**src/rtl/trigger_pulse_generator_pkg.sv**
```systemverilog
// Shared command definitions for the register interface, plus a small
// helper used when loading the pulse/gap length counters.
package trigger_pulse_generator_pkg;

  // Trigger pulse generator command codes
  localparam logic [7:0] TPG_CFG    = 8'h40;
  localparam logic [7:0] TPG_DELAY  = 8'h41;
  localparam logic [7:0] TPG_WIDTH  = 8'h42;
  localparam logic [7:0] TPG_GAP    = 8'h43;
  localparam logic [7:0] TPG_COUNT  = 8'h44;
  localparam logic [7:0] TPG_STATUS = 8'h45;

  localparam int TPG_DELAY_W = 32;
  localparam int TPG_LEN_W   = 16;

  // A programmed length of 0 behaves as 1; counters run down to zero, so
  // the load value is one less than the effective length.
  function automatic logic [TPG_LEN_W-1:0] tpg_len_minus_one(input logic [TPG_LEN_W-1:0] len);
    return (len == '0) ? '0 : len - TPG_LEN_W'(1);
  endfunction

endpackage

```
**src/rtl/trigger_pulse_generator_down_counter.sv**
```systemverilog
// Loadable down counter that saturates at zero and flags when it is there.
module tpg_down_counter #(
  parameter int WIDTH = 16
) (
  input  logic             sampleclk,
  input  logic             reset,
  input  logic             load,
  input  logic [WIDTH-1:0] load_value,
  input  logic             enable,
  output logic             zero
);

  logic [WIDTH-1:0] count;

  // Load takes priority over counting; counting stops at zero
  always_ff @(posedge sampleclk) begin
    if (reset) begin
      count <= '0;
    end else if (load) begin
      count <= load_value;
    end else if (enable && (count != '0)) begin
      count <= count - WIDTH'(1);
    end
  end

  assign zero = (count == '0);

endmodule

```
**src/rtl/trigger_pulse_generator.sv**
```systemverilog
// Trigger pulse generator: after an armed trigger waits DELAY cycles, then
// emits COUNT+1 pulses of WIDTH cycles separated by GAP cycles.
module trigger_pulse_generator
  import trigger_pulse_generator_pkg::*;
(
  input  logic        sampleclk,
  input  logic        reset,
  input  logic        trigger_in,
  input  logic [7:0]  reg_cmd,
  input  logic [15:0] reg_bytecount,
  input  logic [7:0]  reg_data_in,
  output logic [7:0]  reg_data_out,
  input  logic        reg_read,
  input  logic        reg_write,
  output logic        pulse_out,
  output logic        busy
);

  localparam int CFG_ARM      = 0;
  localparam int CFG_REARM    = 1;
  localparam int CFG_POLARITY = 2;

  typedef enum logic [2:0] {
    ST_IDLE  = 3'd0,
    ST_ARMED = 3'd1,
    ST_DELAY = 3'd2,
    ST_PULSE = 3'd3,
    ST_GAP   = 3'd4
  } tpg_state_t;

  tpg_state_t state;

  logic [2:0]             cfg_reg;
  logic [TPG_DELAY_W-1:0] delay_reg;
  logic [TPG_LEN_W-1:0]   width_reg;
  logic [TPG_LEN_W-1:0]   gap_reg;
  logic [7:0]             count_reg;
  logic                   overrun;

  logic [TPG_LEN_W-1:0]   width_lat;
  logic [TPG_LEN_W-1:0]   gap_lat;
  logic [7:0]             pulses_left;

  logic wr_cfg, wr_delay, wr_width, wr_gap, wr_count, wr_status;
  logic [2:0] cfg_next;
  logic arm_next, pol_next;
  logic trigger_accept, burst_done, abort;

  logic                   delay_load, delay_en, delay_zero;
  logic [TPG_DELAY_W-1:0] delay_load_value;
  logic                   width_load, width_en, width_zero;
  logic [TPG_LEN_W-1:0]   width_load_value;
  logic                   gap_load, gap_en, gap_zero;
  logic [TPG_LEN_W-1:0]   gap_load_value;

  assign wr_cfg    = reg_write && (reg_cmd == TPG_CFG)    && (reg_bytecount == 16'd0);
  assign wr_delay  = reg_write && (reg_cmd == TPG_DELAY)  && (reg_bytecount < 16'd4);
  assign wr_width  = reg_write && (reg_cmd == TPG_WIDTH)  && (reg_bytecount < 16'd2);
  assign wr_gap    = reg_write && (reg_cmd == TPG_GAP)    && (reg_bytecount < 16'd2);
  assign wr_count  = reg_write && (reg_cmd == TPG_COUNT)  && (reg_bytecount == 16'd0);
  assign wr_status = reg_write && (reg_cmd == TPG_STATUS) && (reg_bytecount == 16'd0);

  // The configuration as it will be after this edge's write (if any)
  assign cfg_next = wr_cfg ? reg_data_in[2:0] : cfg_reg;
  assign arm_next = cfg_next[CFG_ARM];
  assign pol_next = cfg_next[CFG_POLARITY];

  assign busy           = (state == ST_DELAY) || (state == ST_PULSE) || (state == ST_GAP);
  assign trigger_accept = (state == ST_ARMED) && cfg_reg[CFG_ARM] && trigger_in;
  assign abort          = busy && !arm_next;
  assign burst_done     = (state == ST_PULSE) && width_zero && (pulses_left == 8'd0);

  assign delay_load       = trigger_accept;
  assign delay_load_value = (delay_reg == '0) ? '0 : delay_reg - TPG_DELAY_W'(1);
  assign delay_en         = (state == ST_DELAY);

  assign width_load = (trigger_accept && (delay_reg == '0)) ||
                      ((state == ST_DELAY) && delay_zero) ||
                      ((state == ST_GAP) && gap_zero);
  assign width_load_value = trigger_accept ? tpg_len_minus_one(width_reg)
                                           : tpg_len_minus_one(width_lat);
  assign width_en = (state == ST_PULSE);

  assign gap_load       = (state == ST_PULSE) && width_zero && (pulses_left != 8'd0);
  assign gap_load_value = tpg_len_minus_one(gap_lat);
  assign gap_en         = (state == ST_GAP);

  tpg_down_counter #(.WIDTH(TPG_DELAY_W)) u_delay_counter (
    .sampleclk  (sampleclk),
    .reset      (reset),
    .load       (delay_load),
    .load_value (delay_load_value),
    .enable     (delay_en),
    .zero       (delay_zero)
  );

  tpg_down_counter #(.WIDTH(TPG_LEN_W)) u_width_counter (
    .sampleclk  (sampleclk),
    .reset      (reset),
    .load       (width_load),
    .load_value (width_load_value),
    .enable     (width_en),
    .zero       (width_zero)
  );

  tpg_down_counter #(.WIDTH(TPG_LEN_W)) u_gap_counter (
    .sampleclk  (sampleclk),
    .reset      (reset),
    .load       (gap_load),
    .load_value (gap_load_value),
    .enable     (gap_en),
    .zero       (gap_zero)
  );

  // Register file writes, ARM self-clear at burst end, sticky overrun flag
  always_ff @(posedge sampleclk) begin
    if (reset) begin
      cfg_reg   <= '0;
      delay_reg <= '0;
      width_reg <= '0;
      gap_reg   <= '0;
      count_reg <= '0;
      overrun   <= 1'b0;
    end else begin
      if (wr_cfg) begin
        cfg_reg <= reg_data_in[2:0];
      end else if (burst_done && !cfg_reg[CFG_REARM]) begin
        cfg_reg[CFG_ARM] <= 1'b0;
      end
      if (wr_delay) begin
        case (reg_bytecount[1:0])
          2'd0:    delay_reg[7:0]   <= reg_data_in;
          2'd1:    delay_reg[15:8]  <= reg_data_in;
          2'd2:    delay_reg[23:16] <= reg_data_in;
          default: delay_reg[31:24] <= reg_data_in;
        endcase
      end
      if (wr_width) begin
        if (reg_bytecount[0]) width_reg[15:8] <= reg_data_in;
        else                  width_reg[7:0]  <= reg_data_in;
      end
      if (wr_gap) begin
        if (reg_bytecount[0]) gap_reg[15:8] <= reg_data_in;
        else                  gap_reg[7:0]  <= reg_data_in;
      end
      if (wr_count) begin
        count_reg <= reg_data_in;
      end
      if (busy && trigger_in) begin
        overrun <= 1'b1;
      end else if (wr_status) begin
        overrun <= 1'b0;
      end
    end
  end

  // Burst sequencer; pulse_out is registered alongside the state it reflects
  always_ff @(posedge sampleclk) begin
    if (reset) begin
      state       <= ST_IDLE;
      pulse_out   <= 1'b0;
      width_lat   <= '0;
      gap_lat     <= '0;
      pulses_left <= '0;
    end else begin
      pulse_out <= pol_next;
      if (abort) begin
        state <= ST_IDLE;
      end else begin
        case (state)
          ST_IDLE: begin
            if (cfg_reg[CFG_ARM]) state <= ST_ARMED;
          end
          ST_ARMED: begin
            if (!cfg_reg[CFG_ARM]) begin
              state <= ST_IDLE;
            end else if (trigger_in) begin
              width_lat   <= width_reg;
              gap_lat     <= gap_reg;
              pulses_left <= count_reg;
              if (delay_reg == '0) begin
                state     <= ST_PULSE;
                pulse_out <= ~pol_next;
              end else begin
                state <= ST_DELAY;
              end
            end
          end
          ST_DELAY: begin
            if (delay_zero) begin
              state     <= ST_PULSE;
              pulse_out <= ~pol_next;
            end
          end
          ST_PULSE: begin
            if (width_zero) begin
              if (pulses_left != 8'd0) begin
                state       <= ST_GAP;
                pulses_left <= pulses_left - 8'd1;
              end else if (cfg_reg[CFG_REARM]) begin
                state <= ST_ARMED;
              end else begin
                state <= ST_IDLE;
              end
            end else begin
              pulse_out <= ~pol_next;
            end
          end
          ST_GAP: begin
            if (gap_zero) begin
              state     <= ST_PULSE;
              pulse_out <= ~pol_next;
            end
          end
          default: state <= ST_IDLE;
        endcase
      end
    end
  end

  // Combinational read-back; undefined commands and byte indices read 0
  always_comb begin
    reg_data_out = 8'h00;
    if (reg_read) begin
      case (reg_cmd)
        TPG_CFG: begin
          if (reg_bytecount == 16'd0) reg_data_out = {5'b00000, cfg_reg};
        end
        TPG_DELAY: begin
          case (reg_bytecount)
            16'd0:   reg_data_out = delay_reg[7:0];
            16'd1:   reg_data_out = delay_reg[15:8];
            16'd2:   reg_data_out = delay_reg[23:16];
            16'd3:   reg_data_out = delay_reg[31:24];
            default: reg_data_out = 8'h00;
          endcase
        end
        TPG_WIDTH: begin
          if (reg_bytecount == 16'd0)      reg_data_out = width_reg[7:0];
          else if (reg_bytecount == 16'd1) reg_data_out = width_reg[15:8];
        end
        TPG_GAP: begin
          if (reg_bytecount == 16'd0)      reg_data_out = gap_reg[7:0];
          else if (reg_bytecount == 16'd1) reg_data_out = gap_reg[15:8];
        end
        TPG_COUNT: begin
          if (reg_bytecount == 16'd0) reg_data_out = count_reg;
        end
        TPG_STATUS: begin
          if (reg_bytecount == 16'd0) reg_data_out = {3'b000, overrun, busy, state};
        end
        default: reg_data_out = 8'h00;
      endcase
    end
  end

endmodule

```
**config.mk**
```make
export PLATFORM = sky130hd
export DESIGN_NAME = trigger_pulse_generator
export DESIGN_NICKNAME = d
export VERILOG_FILES = /design/src/rtl/trigger_pulse_generator_pkg.sv /design/src/rtl/trigger_pulse_generator_down_counter.sv /design/src/rtl/trigger_pulse_generator.sv
export SDC_FILE = /design/constraint.sdc
export NUM_CORES = 1
export LEC_CHECK = 0
export CORE_MARGIN = 2
export CORE_UTILIZATION = 25
export DETAILED_ROUTE_END_ITERATION = 6
export GPL_TIMING_DRIVEN = 0
export HOLD_SLACK_MARGIN = 0.05
export PLACE_DENSITY = 0.5
export SLEW_MARGIN = 20
export SYNTH_ARGS = -nofsm -noshare
export SYNTH_HDL_FRONTEND = slang
export SYNTH_HIERARCHICAL = 1
export SYNTH_SLANG_ARGS = --single-unit
```
**constraint.sdc**
```tcl
create_clock -name sampleclk -period 3.3 [get_ports sampleclk]
set_clock_uncertainty 0.2 [all_clocks]
set_input_delay 0.33 -clock sampleclk [delete_from_list [all_inputs] [get_ports sampleclk]]
set_output_delay 0.33 -clock sampleclk [all_outputs]
set_load 0.05 [all_outputs]
```
# After elaboration in Yosys (flattened, before gate mapping)
# Cells that the tools add are included.
# W data, S select, Z words.
totals:
  word_cells: 172
  in_bits: 37
  mem_count: 0
  ram_bits: 0
  output_inout_bits: 10
  romBits: 0
  register_bits: 184
  latchBits: 0
classes:
  shifts: 0
  magnitude_cmp: 2
  muxes: 49
  n_eq_ne: 23
  add_sub_neg: 8
  n_div: 0
  n_reduce_logical: 66
  bitwise: 4
  n_mul: 0
op_table:
  columns: ["cell", "count"]
  rows:
  - ["$mux W16", 8]
  - ["$logic_not A16 Y1", 6]
  - ["$mux W32", 3]
  - ["$mux W8", 10]
  - ["$sub A16 B1 Y16 const B", 5]
  - ["$logic_not A32 Y1", 2]
  - ["$sub A32 B1 Y32 const B", 2]
  - ["$eq A8 B7 Y1 const B", 6]
  - ["$pmux W8 S6", 1]
  - ["$eq A16 B2 Y1 const B", 2]
  - ["$pmux W8 S4", 1]
  - ["$reduce_bool A16 Y1", 2]
  - ["$reduce_bool A32 Y1", 1]
  - ["$mux W3", 9]
  - ["$logic_and A1 B1 Y1", 26]
  - ["$eq A16 B1 Y1 const B", 1]
  - ["$lt A16 B2 Y1 const B", 1]
  - ["$lt A16 B3 Y1 const B", 1]
  - ["$pmux W8 S2", 1]
  - ["$reduce_and A2 Y1", 8]
  - ["$pmux W3 S5", 1]
  - ["$ne A2 B2 Y1 const B", 7]
  - ["$mux W1", 13]
  - ["$reduce_bool A2 Y1", 6]
  - ["21 further kinds", 29]

# Logic depth before layout (Yosys ltp)
depth:
  ltp_word: 10
  mapped_depth: 13

# Hierarchy
# The synthesis kept the hierarchy.
by_module_without_submodules:
  columns: ["mod", "n_inst", "seq_area_each_um2", "cells_per_inst", "area_per_inst_um2"]
  rows:
  - ["trigger_pulse_generator", 1, 2402.3, 938, 7350.8]
  - ["tpg_down_counter (u_delay_counter)", 1, 640.6, 233, 1993.2]
  - ["tpg_down_counter (u_gap_counter ...)", 2, 320.3, 114, 944.7]

# Worst setup path before layout
# Ideal clock, no wire load.
synth_path:
  path_type: "input-to-output"
  start: "input port reg_cmd[5]"
  end: "output port reg_data_out[0]"
  arrival_ns: 2.682
  cell_stages: 9
  path_buffers: 3
  path_slack_ns: 0.088
  path_cell_list: "nor4b_2 and2_1 clkbuf_1 and3_1 clkbuf_1 clkbuf_1 a22oi_1 o22a_1 a21oi_1"
synth_via:
  elab_chain_cells: 3
  word_cells_on_any_way: 8
  classes_between: "eq/ne: 6; mux: 2"
synth_lines:
  columns: ["item", "line", "text"]
  rows:
  - ["start, declared", "trigger_pulse_generator.sv:9", "input logic [7:0] reg_cmd,"]
  - ["$eq A8 B7 Y1", "trigger_pulse_generator.sv:225", "case (reg_cmd)"]
  - ["$pmux W8 S6 (*)", "trigger_pulse_generator.sv:225", null]
  - ["$mux W8 (*)", "trigger_pulse_generator.sv:224", "if (reg_read) begin"]
  - ["end, declared", "trigger_pulse_generator.sv:12", "output logic [7:0] reg_data_out,"]
# Every way passes the cells marked *; elsewhere a longest branch is shown, timed or not.

# Worst setup path after layout
layout_path:
  start: "input port reg_cmd[7]"
  end: "output port reg_data_out[0]"
# Same word-level chain as after synthesis.

==> results by group <==
Die
  • Ports: 47
  • Initial core utilization: 25.3%
  • Die area: 46,600 um^2
  • Die X: 216 um
  • Core ar.: 44,300 um^2
  • Die height: 216 um
  • Cell row count: 77

STA
  • Final hold violation count: 0
  • Final period util: 97.9%
  • F_max: 0.309 GHz
  • RSZ-0062 raised after global routing: yes
  • Final worst slack: 0.0679 ns
  • Min Hold Slack: 0.226 ns
  • TNS Setup: 0 ns
  • Final setup fails: 0
  • Max-slew violation count: 0
  • Min Tclk post-route: 3.23 ns
  • Headroom to the max-slew limit: 37.5%
  • Actual slew at the worst max-slew pin: 0.924 ns

Setup path
  • CP max stage cell: clkdlybuf4s50_1
  • Crit-path max cell delay: 0.44 ns
  • R2r setup slk: 0.07 ns
  • Crit path launch: reg_cmd[7]
  • R2r startpoint: delay_reg[24]$_SDFFE_PP0P_
  • Crit. End Element: output pin
  • Register-to-Register Path Depth: 8
  • Crit path kind: in -> out
  • Critical path arrival: 2.70 ns
  • Critical path peak fanout: 10
  • R2r endpoint: u_delay_counter/count[13]$_SDFFE_PP0P_
  • WP data required: 2.77 ns
  • CP dominant cell by count: buf_4
  • Worst-path cell chain: clkdlybuf4s50_1 > nor4b_4 > buf_4 > and2_2 > and3_2 > buf_4 > a22oi_1 > o22a_1 > a21oi_2 > buf_6
  • Crit start category: input port
  • CP endpoint: reg_data_out[0]

Synthesis
  • Synth Register Bits: 184
  • Syn Inst Count: 1,399
  • Post-synth EDFFs: 0
  • Sequential area share after synthesis: 32.8%
  • Synthesized area: 11,200 um^2
  • Synth cell types: 88
  • Cell taking the most area after synthesis: dfxtp_1
  • Post-synth net total: 1,445
  • Top cells by area, synth: dfxtp_1 (33%), mux2i_1 (8.0%), nor2_1 (7.2%)
  • Synthesis Warnings: 6
  • Avg Cell Area, Syn: 8.03 um^2
  • Main flop type after synthesis: dfxtp_1
  • Post-synth ARST share: 0%
  • Yosys top cell area share: 32.8%

Clock tree
  • Root Driver: clkbuf_16
  • Clock H-tree levels: 4
  • Clk sinks: 184
  • Clock transition at the registers of the reported paths: 0.08 ns
  • Total CTS buffers: 17
  • CTS tree: yes
  • Latest clock arrival within the worst-skew pair: 0.46 ns
  • Clk buf depth: 2

Cells and area
  • Final Instance Area: 13,200 um^2
  • Layout cells sized above 1: 11.1%
  • Diodes inserted: 0
  • Fin cells: 2,065
  • Area Growth Syn to Fin: 17.3%
  • Post-layout util: 29.7%
  • Layout Nets: 1,506

Global routing
  • Grt ovf: 0
  • Pin count of the biggest net entering global routing: 19
  • GRT Overall Usage: 15.8%
  • Global-route wire length before repair: 57,900 um
  • Vias in the first global route: 10,200
  • Initial antenna violation count: 1

Placement
  • GPL Wtd Cong: 0.866
  • Placed Cells incl. Taps: 2,026
  • Pre-CTS setup slack: -1.50 ns
  • PortBufs: 35
  • Post-DP Area: 12,300 um^2
  • Final HPWL DP: 27,700 um

Detailed routing
  • DRC: 0
  • DRT Pass-1 Iters: 5
  • Via count: 10,400
  • Final WL: 36,500 um
  • Drt first-iter violations: 746
  • Routed vias/inst: 5.02
  • Final ANT Viol Nets: 0
  • Drt wl/cell: 17.7 um

Power and ir drop
  • P_leak: 5.16 nW
  • Power, Total: 4.43 mW
  • Pwr/cell area: 336 nW/um^2
  • Peak VDD IR: 207 uV

Hold path
  • HP Class: in -> reg
  • Hold wc startpoint: reg_data_in[7]

Status
  • Run status: finished clean

Job
  • Max-cap violations: 0
-- Yosys cell counts, types with 10 or more instances --
library cell / n
a211oi_1: 26
a21oi_1: 81
a311oi_1: 18
clkbuf_1: 69
dfxtp_1: 184
inv_1: 31
mux2i_1: 90
nand2_1: 138
nand2b_1: 12
nand3_1: 28
nand4_1: 10
nor2_1: 214
nor3_1: 51
nor3b_1: 14
nor4_1: 25
o21ai_0: 32
o22ai_1: 18
o31ai_1: 12
or3_1: 28
or4_1: 18
xnor2_1: 52
xor2_1: 26
-- per-layer routing --
layer / share of wire (%) / vias up / GRT usage (%) / wire length, um
met2: 48 / 208 / 26.5 / 17400
met3: 3.5 / 44 / 2.42 / 1260
met4: 2.1 / 2 / 4.86 / 777
li1: - / 5187 / - / -
met5: 0.044 / - / 0 / 16
met1: 47 / 4931 / 20.7 / 17100
-- logic make-up after synthesis --
logic type,Yosys count,share of synthesized area (%)
simple gates,616,27.9
compound gates,288,17.9
xor+xnor,78,6.08
mux,99,9.42
buf+inv,125,4.89
fa+ha+maj,9,1.00
flops,184,32.8
-- report_power, final --
part	total (mW)	switching, mW	internal [mW]
Sequential	2.22	0.0000000781	2.22
Combinational	0.172	0.116	0.0557
Clock	2.04	1.02	1.02
-- worst min path at each step --
stage                                 end  slack [ns]  cells after the start
2_1_floorplan    gap_lat[14]$_SDFFE_PP0P_        0.24                      2
3_3_place_gp    width_lat[3]$_SDFFE_PP0P_        0.27                      2
3_5_place_dp    width_lat[3]$_SDFFE_PP0P_        0.27                      2
4_1_cts          gap_reg[15]$_SDFFE_PP0P_        0.21                      3
5_1_grt        delay_reg[15]$_SDFFE_PP0P_        0.25                      3
6_report         gap_reg[15]$_SDFFE_PP0P_        0.23                      3
-- placed cells by master, fill, tap and decap left out, types with 7 or more instances in the layout --
master and n:
nor2_1 212, dfxtp_1 184, nand2_1 137, mux2i_1 90, a21oi_1 74, clkbuf_1 61
xnor2_1 52, nor3_1 48, o21ai_0 32, inv_1 31, nand3_1 28, or3_1 28
a211oi_1 26, xor2_1 26, clkdlybuf4s50_1 26, nor4_1 18, o22ai_1 18, or4_1 18
a311oi_1 18, buf_4 17, clkbuf_16 17, nand2b_1 12, nor3b_1 12, o31ai_1 12
buf_6 10, nand4_1 10, or2_2 9, o21bai_1 9, ha_1 9, buf_2 8
nand3b_1 7, nor4_2 7, nor2b_1 7
-- layout make-up --
| type | instances | area, um^2 |
|---|---|---|
| repair buffers | 45 | 423 |
| well taps | 592 | 741 |
| flip-flops and latches | 184 | 3680 |
| clock buffers | 18 | 439 |
| multi-input cells | 1090 | 7200 |
| fillers | 4807 | 31100 |
| plain buffers | 88 | 433 |
| clock inverters | 14 | 124 |
| inverters | 34 | 133 |
-- what timing repair did --
item                                    in CTS  in global routing
hold buffers                                 0                  0
setup buffers                                9                  1
endpoints found under the setup margin      70                 35
pin swaps                                    6                  5
gates resized for setup                     87                 30
hold endpoints to repair                     0                  0
-- critical path: cells and delay by family --
family,cells,cell delay (ns)
AO/OA/AOI/OAI,3,0.59
buffers and inverters,4,1.01
AND/OR/NAND/NOR,3,0.77
No activity file was read; power rests on OpenSTA's default activity.
